<file path="src/rtl/arm_pkg.sv">
// Shared ARM32 pipeline definitions: ALU command encodings and the ID/EXE
// control bundle, with the all-zero NOP used for bubbles and flushes.
package arm_pkg;

    localparam logic [3:0] EXE_MOV = 4'b0001;
    localparam logic [3:0] EXE_MVN = 4'b1001;
    localparam logic [3:0] EXE_ADD = 4'b0010;
    localparam logic [3:0] EXE_ADC = 4'b0011;
    localparam logic [3:0] EXE_SUB = 4'b0100;
    localparam logic [3:0] EXE_SBC = 4'b0101;
    localparam logic [3:0] EXE_AND = 4'b0110;
    localparam logic [3:0] EXE_ORR = 4'b0111;
    localparam logic [3:0] EXE_EOR = 4'b1000;
    localparam logic [3:0] EXE_CMP = 4'b0100;
    localparam logic [3:0] EXE_TST = 4'b0110;
    localparam logic [3:0] EXE_LDR = 4'b0010;
    localparam logic [3:0] EXE_STR = 4'b0010;

    typedef struct packed {
        logic       WB_EN;
        logic       MEM_R_EN;
        logic       MEM_W_EN;
        logic       B;
        logic       S;
        logic       imm;
        logic [3:0] EXE_CMD;
    } id_exe_ctrl_t;

    // A NOP must keep WB_EN low so the hazard unit never sees a false dependency.
    localparam id_exe_ctrl_t CTRL_NOP = '0;

endpackage

</file>
<file path="src/rtl/id_exe_reg_sat_counter.sv">
// Saturating up-counter with synchronous active-low clear and a hold input
// that takes precedence over increment.
module sat_counter #(
    parameter int W = 16
) (
    input  logic         clk,
    input  logic         rst,
    input  logic         inc,
    input  logic         hold,
    output logic [W-1:0] count
);

    logic [W-1:0] count_reg;

    always_ff @(posedge clk) begin
        if (!rst) begin
            count_reg <= '0;
        end else if (!hold && inc && (count_reg != {W{1'b1}})) begin
            count_reg <= count_reg + 1'b1;
        end
    end

    assign count = count_reg;

endmodule

</file>
<file path="src/rtl/id_exe_reg.sv">
// ID/EXE pipeline register: one-cycle capture of decoded operands and control,
// with freeze hold, flush/hazard NOP insertion and saturating debug counters.
module id_exe_reg
    import arm_pkg::*;
#(
    parameter int CNT_W  = 16,
    parameter int DATA_W = 32
) (
    input  logic              clk,
    input  logic              rst,
    input  logic              freeze,
    input  logic              flush,
    input  logic              hazard,
    input  logic [DATA_W-1:0] PC_ID,
    input  logic              WB_EN_ID,
    input  logic              MEM_R_EN_ID,
    input  logic              MEM_W_EN_ID,
    input  logic              B_ID,
    input  logic              S_ID,
    input  logic              imm_ID,
    input  logic [3:0]        EXE_CMD_ID,
    input  logic [DATA_W-1:0] val_Rn_ID,
    input  logic [DATA_W-1:0] val_Rm_ID,
    input  logic [11:0]       shift_operand_ID,
    input  logic [23:0]       signed_imm_24_ID,
    input  logic [3:0]        dest_ID,
    input  logic [3:0]        src1_ID,
    input  logic [3:0]        src2_ID,
    input  logic [3:0]        SR_ID,
    output logic [DATA_W-1:0] PC_EXE,
    output logic              WB_EN_EXE,
    output logic              MEM_R_EN_EXE,
    output logic              MEM_W_EN_EXE,
    output logic              B_EXE,
    output logic              S_EXE,
    output logic              imm_EXE,
    output logic [3:0]        EXE_CMD_EXE,
    output logic [DATA_W-1:0] val_Rn_EXE,
    output logic [DATA_W-1:0] val_Rm_EXE,
    output logic [11:0]       shift_operand_EXE,
    output logic [23:0]       signed_imm_24_EXE,
    output logic [3:0]        dest_EXE,
    output logic [3:0]        src1_EXE,
    output logic [3:0]        src2_EXE,
    output logic [3:0]        SR_EXE,
    output logic              valid_EXE,
    output logic [CNT_W-1:0]  bubble_cnt,
    output logic [CNT_W-1:0]  flush_cnt
);

    id_exe_ctrl_t      ctrl_id;
    id_exe_ctrl_t      ctrl_reg;
    logic [DATA_W-1:0] pc_reg;
    logic [DATA_W-1:0] val_rn_reg;
    logic [DATA_W-1:0] val_rm_reg;
    logic [11:0]       shift_operand_reg;
    logic [23:0]       signed_imm_24_reg;
    logic [3:0]        dest_reg;
    logic [3:0]        src1_reg;
    logic [3:0]        src2_reg;
    logic [3:0]        sr_reg;
    logic              valid_reg;
    logic              insert_nop;

    assign ctrl_id = '{
        WB_EN:    WB_EN_ID,
        MEM_R_EN: MEM_R_EN_ID,
        MEM_W_EN: MEM_W_EN_ID,
        B:        B_ID,
        S:        S_ID,
        imm:      imm_ID,
        EXE_CMD:  EXE_CMD_ID
    };

    assign insert_nop = flush || hazard;

    always_ff @(posedge clk) begin
        if (!rst) begin
            ctrl_reg          <= CTRL_NOP;
            pc_reg            <= '0;
            val_rn_reg        <= '0;
            val_rm_reg        <= '0;
            shift_operand_reg <= '0;
            signed_imm_24_reg <= '0;
            dest_reg          <= '0;
            src1_reg          <= '0;
            src2_reg          <= '0;
            sr_reg            <= '0;
            valid_reg         <= 1'b0;
        end else if (!freeze) begin
            // Bubbles and flushes clear the data fields too, so dest_EXE reads 0.
            if (insert_nop) begin
                ctrl_reg          <= CTRL_NOP;
                pc_reg            <= '0;
                val_rn_reg        <= '0;
                val_rm_reg        <= '0;
                shift_operand_reg <= '0;
                signed_imm_24_reg <= '0;
                dest_reg          <= '0;
                src1_reg          <= '0;
                src2_reg          <= '0;
                sr_reg            <= '0;
                valid_reg         <= 1'b0;
            end else begin
                ctrl_reg          <= ctrl_id;
                pc_reg            <= PC_ID;
                val_rn_reg        <= val_Rn_ID;
                val_rm_reg        <= val_Rm_ID;
                shift_operand_reg <= shift_operand_ID;
                signed_imm_24_reg <= signed_imm_24_ID;
                dest_reg          <= dest_ID;
                src1_reg          <= src1_ID;
                src2_reg          <= src2_ID;
                sr_reg            <= SR_ID;
                valid_reg         <= 1'b1;
            end
        end
    end

    assign PC_EXE            = pc_reg;
    assign WB_EN_EXE         = ctrl_reg.WB_EN;
    assign MEM_R_EN_EXE      = ctrl_reg.MEM_R_EN;
    assign MEM_W_EN_EXE      = ctrl_reg.MEM_W_EN;
    assign B_EXE             = ctrl_reg.B;
    assign S_EXE             = ctrl_reg.S;
    assign imm_EXE           = ctrl_reg.imm;
    assign EXE_CMD_EXE       = ctrl_reg.EXE_CMD;
    assign val_Rn_EXE        = val_rn_reg;
    assign val_Rm_EXE        = val_rm_reg;
    assign shift_operand_EXE = shift_operand_reg;
    assign signed_imm_24_EXE = signed_imm_24_reg;
    assign dest_EXE          = dest_reg;
    assign src1_EXE          = src1_reg;
    assign src2_EXE          = src2_reg;
    assign SR_EXE            = sr_reg;
    assign valid_EXE         = valid_reg;

    // A simultaneous flush and hazard is accounted as a flush only.
    sat_counter #(.W(CNT_W)) u_bubble_cnt (
        .clk   (clk),
        .rst   (rst),
        .inc   (hazard && !flush),
        .hold  (freeze),
        .count (bubble_cnt)
    );

    sat_counter #(.W(CNT_W)) u_flush_cnt (
        .clk   (clk),
        .rst   (rst),
        .inc   (flush),
        .hold  (freeze),
        .count (flush_cnt)
    );

endmodule

</file>
<file path="config.mk">
export PLATFORM = sky130hd
export DESIGN_NAME = id_exe_reg
export DESIGN_NICKNAME = d
export VERILOG_FILES = /design/src/rtl/arm_pkg.sv /design/src/rtl/id_exe_reg_sat_counter.sv /design/src/rtl/id_exe_reg.sv
export SDC_FILE = /design/constraint.sdc
export NUM_CORES = 1
export LEC_CHECK = 0
export CORE_AREA = 2 2 150 137
export CTS_CLUSTER_DIAMETER = 60
export DETAILED_ROUTE_END_ITERATION = 6
export DIE_AREA = 0 0 152 139
export DONT_BUFFER_PORTS = 1
export PLACE_DENSITY = 0.57
export SETUP_SLACK_MARGIN = 0.3
export SYNTH_ARGS = -nofsm -noshare
export SYNTH_HDL_FRONTEND = slang
export SYNTH_HIERARCHICAL = 1
export SYNTH_SLANG_ARGS = --single-unit
</file>
<file path="constraint.sdc">
create_clock -name clk -period 4.1 [get_ports clk]
set_clock_uncertainty 0.05 [all_clocks]
set_input_delay 0.205 -clock clk [delete_from_list [all_inputs] [get_ports clk]]
set_output_delay 0.205 -clock clk [all_outputs]
set_load 0.01 [all_outputs]
</file>
# Word-level counts from Yosys, hierarchy flattened
# Index checks and enable logic that the tools add are counted.
# word_totals
regBits	191
in_bits	163
output_inout_bits	191
elab_cells	42
# classes
add_sub_neg	2
eq_ne	2
mux	11
n_reduce_logical	8
# op_table
operator	count
$mux W32	3
$add A16 B1 Y16 const B	2
$ne A16 B16 Y1 const B	2
$mux W24	1
$mux W4	4
$mux W12	1
$mux W10	1
$logic_and A1 B1 Y1	5
$logic_not A1 Y1	2
$logic_or A1 B1 Y1	1
$mux W1	1

# Longest topological paths before layout
# depth
word_depth	4
mapped_depth	8
ltp_nobuf	5

# By module
# Netlist, hierarchy kept.
# modules_own_cells
module	instances	cells_per_inst	area_each_um2	seq_area_each_um2
id_exe_reg	1	723	7016.7	3183.1
sat_counter	2	98	847.1	320.3

# Worst setup path before layout
# OpenSTA, ideal clock, no wires.
# synth_path
path_kind	input -> register
start	input port flush
end	register u_bubble_cnt.count_reg[9] (netlist: u_bubble_cnt/count[9])
setup_time_ps	70
arrival_time_ps	1805
required_ps	3980
setup_slack_ps	2174
path_stages	8
n_path_buf	3
path_cell_list	buf_2 buf_2 nor2b_1 nand2b_2 or3b_1 buf_6 or4_1 a21oi_1
# synth_via
elab_chain_cells	4
# synth_rtl
item	line_no	rtl
start, declared	id_exe_reg.sv:12	input logic flush,
$logic_not A1 Y1	id_exe_reg.sv:142	.inc (hazard && !flush),
$logic_and A1 B1 Y1	id_exe_reg.sv:142	
$logic_and A1 B1 Y1 (2 in a row)	id_exe_reg_sat_counter.sv:18	end else if (!hold && inc && (count_reg != {W{1'b1}})) begin
end signal, assigned	id_exe_reg_sat_counter.sv:19	count_reg <= count_reg + 1'b1;
end, declared	id_exe_reg_sat_counter.sv:13	logic [W-1:0] count_reg;
# Every way passes these cells.
# A chain may end at the register's enable or synchronous reset.

# Worst setup path after layout
# layout_path
start	register u_flush_cnt.count_reg[13] (netlist: u_flush_cnt/count[13])
end	register u_flush_cnt.count_reg[2] (netlist: u_flush_cnt/count[2])
# layout_via
elab_chain_cells	2
# layout_rtl
item	line_no
start, declared	id_exe_reg_sat_counter.sv:13
start signal, assigned	id_exe_reg_sat_counter.sv:19
$ne A16 B16 Y1	id_exe_reg_sat_counter.sv:18
$logic_and A1 B1 Y1	id_exe_reg_sat_counter.sv:18
# Every way passes these cells.

==> key figures <==
Die
  • DIE AREA: 21100 sq um
  • Core Region: 19700 sq um
  • Starting Density: 0.443
  • FP Rows: 49
  • Die X-Extent: 152 microns
  • Die height: 139 microns
  • Top Ports: 354

STA
  • Worst Max-Slew Pin Slew: 0.892 ns
  • Final worst path period share: 0.516
  • Final hold vios: 0
  • Pins Over Slew Limit: 0
  • Final setup violation count: 0
  • Max Fclk: 472 MHz
  • Fin crit period: 2.12 ns
  • Worst rel slew slack: 0.405
  • RSZ-0062 raised after global routing: false
  • Fin Setup TNS: 0 ns
  • Final hold slack: 0.0999 ns

GRT
  • Antenna violations before repair: 1
  • Vias in the first global route: 7581
  • Tot GR Track Use: 0.233
  • Largest net degree at the start of global routing: 247
  • Overflow after GRT: 0
  • Global-route wire length before repair: 40700 microns

Clocking
  • Setup Fix Bufs, Post-CTS: 0
  • CTS root buffer: clkbuf_16
  • # clock sinks: 191
  • Maximum buffer depth of the clock tree: 2
  • Number of CTS-inserted buffers: 17
  • H-tree depth: 4
  • Clk_lat worst skew: 0.42 ns
  • Reg clk slew, reported paths: 0.07 ns
  • CTS tree: built

Logic synthesis
  • Complex-gate fraction of the synthesized area: 0.180
  • Seq cells post-synth: 191
  • Post-synth EDFFs: 0
  • Area of the mapped netlist: 8710 sq um
  • Post-Synth Adder-Cell Area: 0.00287
  • Synth Net Count: 1084
  • YS warnings: 6
  • Share of flip-flops with an asynchronous set or reset: 0
  • Gate Count Post-Synth: 919
  • Syn_area_per_cell: 9.48 sq um
  • Main combinational cell family by area after synthesis: simple AND/OR/NAND/NOR gates
  • Mux contribution to synthesized area: 0.00460
  • Sequential fraction of the synthesis area: 0.439
  • Synthesized-area fraction occupied by and/or/nand/nor cells: 0.314
  • Main synth FF type: dfxtp_1
  • Yosys cell types: 36
  • XOR/XNOR Fraction of Synth Area: 0

Placed design
  • IO buf count: 0
  • Gpl congestion: 0.836
  • DP HPWL: 14400 microns

Detailed routing
  • 1st-iter DRT viols: 637
  • DRC errors left: 0
  • Vias/cell: 5.88
  • Post-route ant nets: 0
  • Routed WL: 25700 microns
  • Via Count: 7715
  • WL per Instance: 19.6 microns
  • DRT Pass-1 Iters: 6

Worst setup path
  • Worst setup EP type: register
  • WP data required: 4.35 ns
  • Crit Path Class: reg -> reg
  • CP startpoint kind: register
  • Worst-path fanout max: 10
  • CP arrival: 2.36 ns

Cells and area
  • Final Core Density: 0.567
  • Layout cells sized above 1: 0.0445
  • Number of fill cells in the layout: 1707
  • Area growth, synth to finish: 28.0%
  • Nets: 1207

Power
  • P_leak: 3.74 nW
  • Maximum vdd drop: 228 uV
  • PwrDens: 347 nW/um^2

Flow run
  • Max-cap violation count: 0

Run status
  • Status: finished clean

Min path
  • Worst hold path type: in -> reg
## layout make-up
cell class                      count  area, sq um  area share
Sequential cell                   191         3820       0.343
Tap cell                          255          319      0.0286
Antenna cell                        1         2.50    0.000224
Inverter                            6         22.5     0.00202
Clock buffer                       19          443      0.0397
Clock inverter                     13          120      0.0108
Timing Repair Buffer              198         2050       0.184
Multi-Input combinational cell    628         4370       0.392
## report_power, final
| group | switching, mW | internal, mW | total, mW |
|---|---|---|---|
| combinational | 0.144 | 0.182 | 0.326 |
| clock | 0.778 | 0.822 | 1.60 |
| sequential | 0.0525 | 1.89 | 1.95 |
| total | 0.975 | 2.90 | 3.87 |
## worst paths after layout
check	startpoint	end	slack, ns	cells past startpoint
setup / recovery	u_flush_cnt/count[13]	u_flush_cnt/count[2]	1.98	4
hold / removal	rst	u_flush_cnt/count[1]	0.1	2
setup reg to reg	u_flush_cnt/count[13]	u_flush_cnt/count[2]	1.98	4
hold reg to reg	val_Rn_EXE[2]	val_Rn_EXE[2]	0.46	2
## cell families (layout without fill, tap and decap cells)
logic type	Yosys count	after routing
AOI/OAI and AO/OA	219	219
and+or+nand+nor	403	403
buffers and inverters	100	236
adders and majority gates	2	2
DFF	191	191
muxes	4	4
other	0	1
## repair_timing
action,in CTS,in global routing
hold buffers,198,0
endpoints found under the hold margin,167,0
resized for setup,0,0
## Yosys cell counts (8+ instances only)
master,number,area share
o31ai_1,16,0.014
nand4_1,10,0.0072
nand2_1,171,0.074
or4_1,14,0.012
buf_6,15,0.019
dfxtp_1,191,0.44
buf_2,18,0.010
nand3_1,8,0.0046
o21ai_0,8,0.0046
a21oi_1,24,0.014
a21boi_1,159,0.14
or4b_1,158,0.18
clkbuf_1,58,0.025
## layout by cell type (no fill, tap or decap), drive strengths merged, types with 4 or more instances in the layout
master,instances
dlygate4sd3,194
dfxtp,191
nand2,171
a21boi,159
or4b,158
a21oi,24
clkbuf,19
o31ai,16
or4,16
inv,14
nand4,10
nor4,10
nand3,8
o21ai,8
o21a,6
nand2b,6
or3,5
clkinv,5
buf,4
or2,4
and3,4
mux2i,4
## worst max-delay path, stage by stage, from the launching register on
cell     delay, ns
dfxtp_1       0.48
nand4_1       0.31
nor4_2        0.83
or4_2         0.25
a21oi_1       0.07
## per-layer routing
layer,vias up,wire (microns),part of all wire,GRT usage
li1,3654,-,-,-
met1,3656,9900,0.38,0.258
met2,351,12900,0.50,0.409
met3,54,2170,0.084,0.0838
met4,0,813,0.032,0.0915
met5,-,0,0,0
## stage by stage
| step | total power, mW | worst slack, ns | instance area (sq um) | std cells |
|---|---|---|---|---|
| 4_1_cts | 3.91 | 2.05 | 11200 | 1310 |
| 3_5_place_dp | 2.10 | 2.06 | 8540 | 1080 |
| 5_1_grt | 4.03 | 1.79 | 11200 | 1311 |
| 2_1_floorplan | 2.17 | 2.17 | 8710 | 919 |
| 3_3_place_gp | 2.09 | 2.14 | 8540 | 1080 |
| 6_report | 3.87 | 1.98 | 11200 | 1311 |
Note: power is estimated with default switching activity, not from simulation.
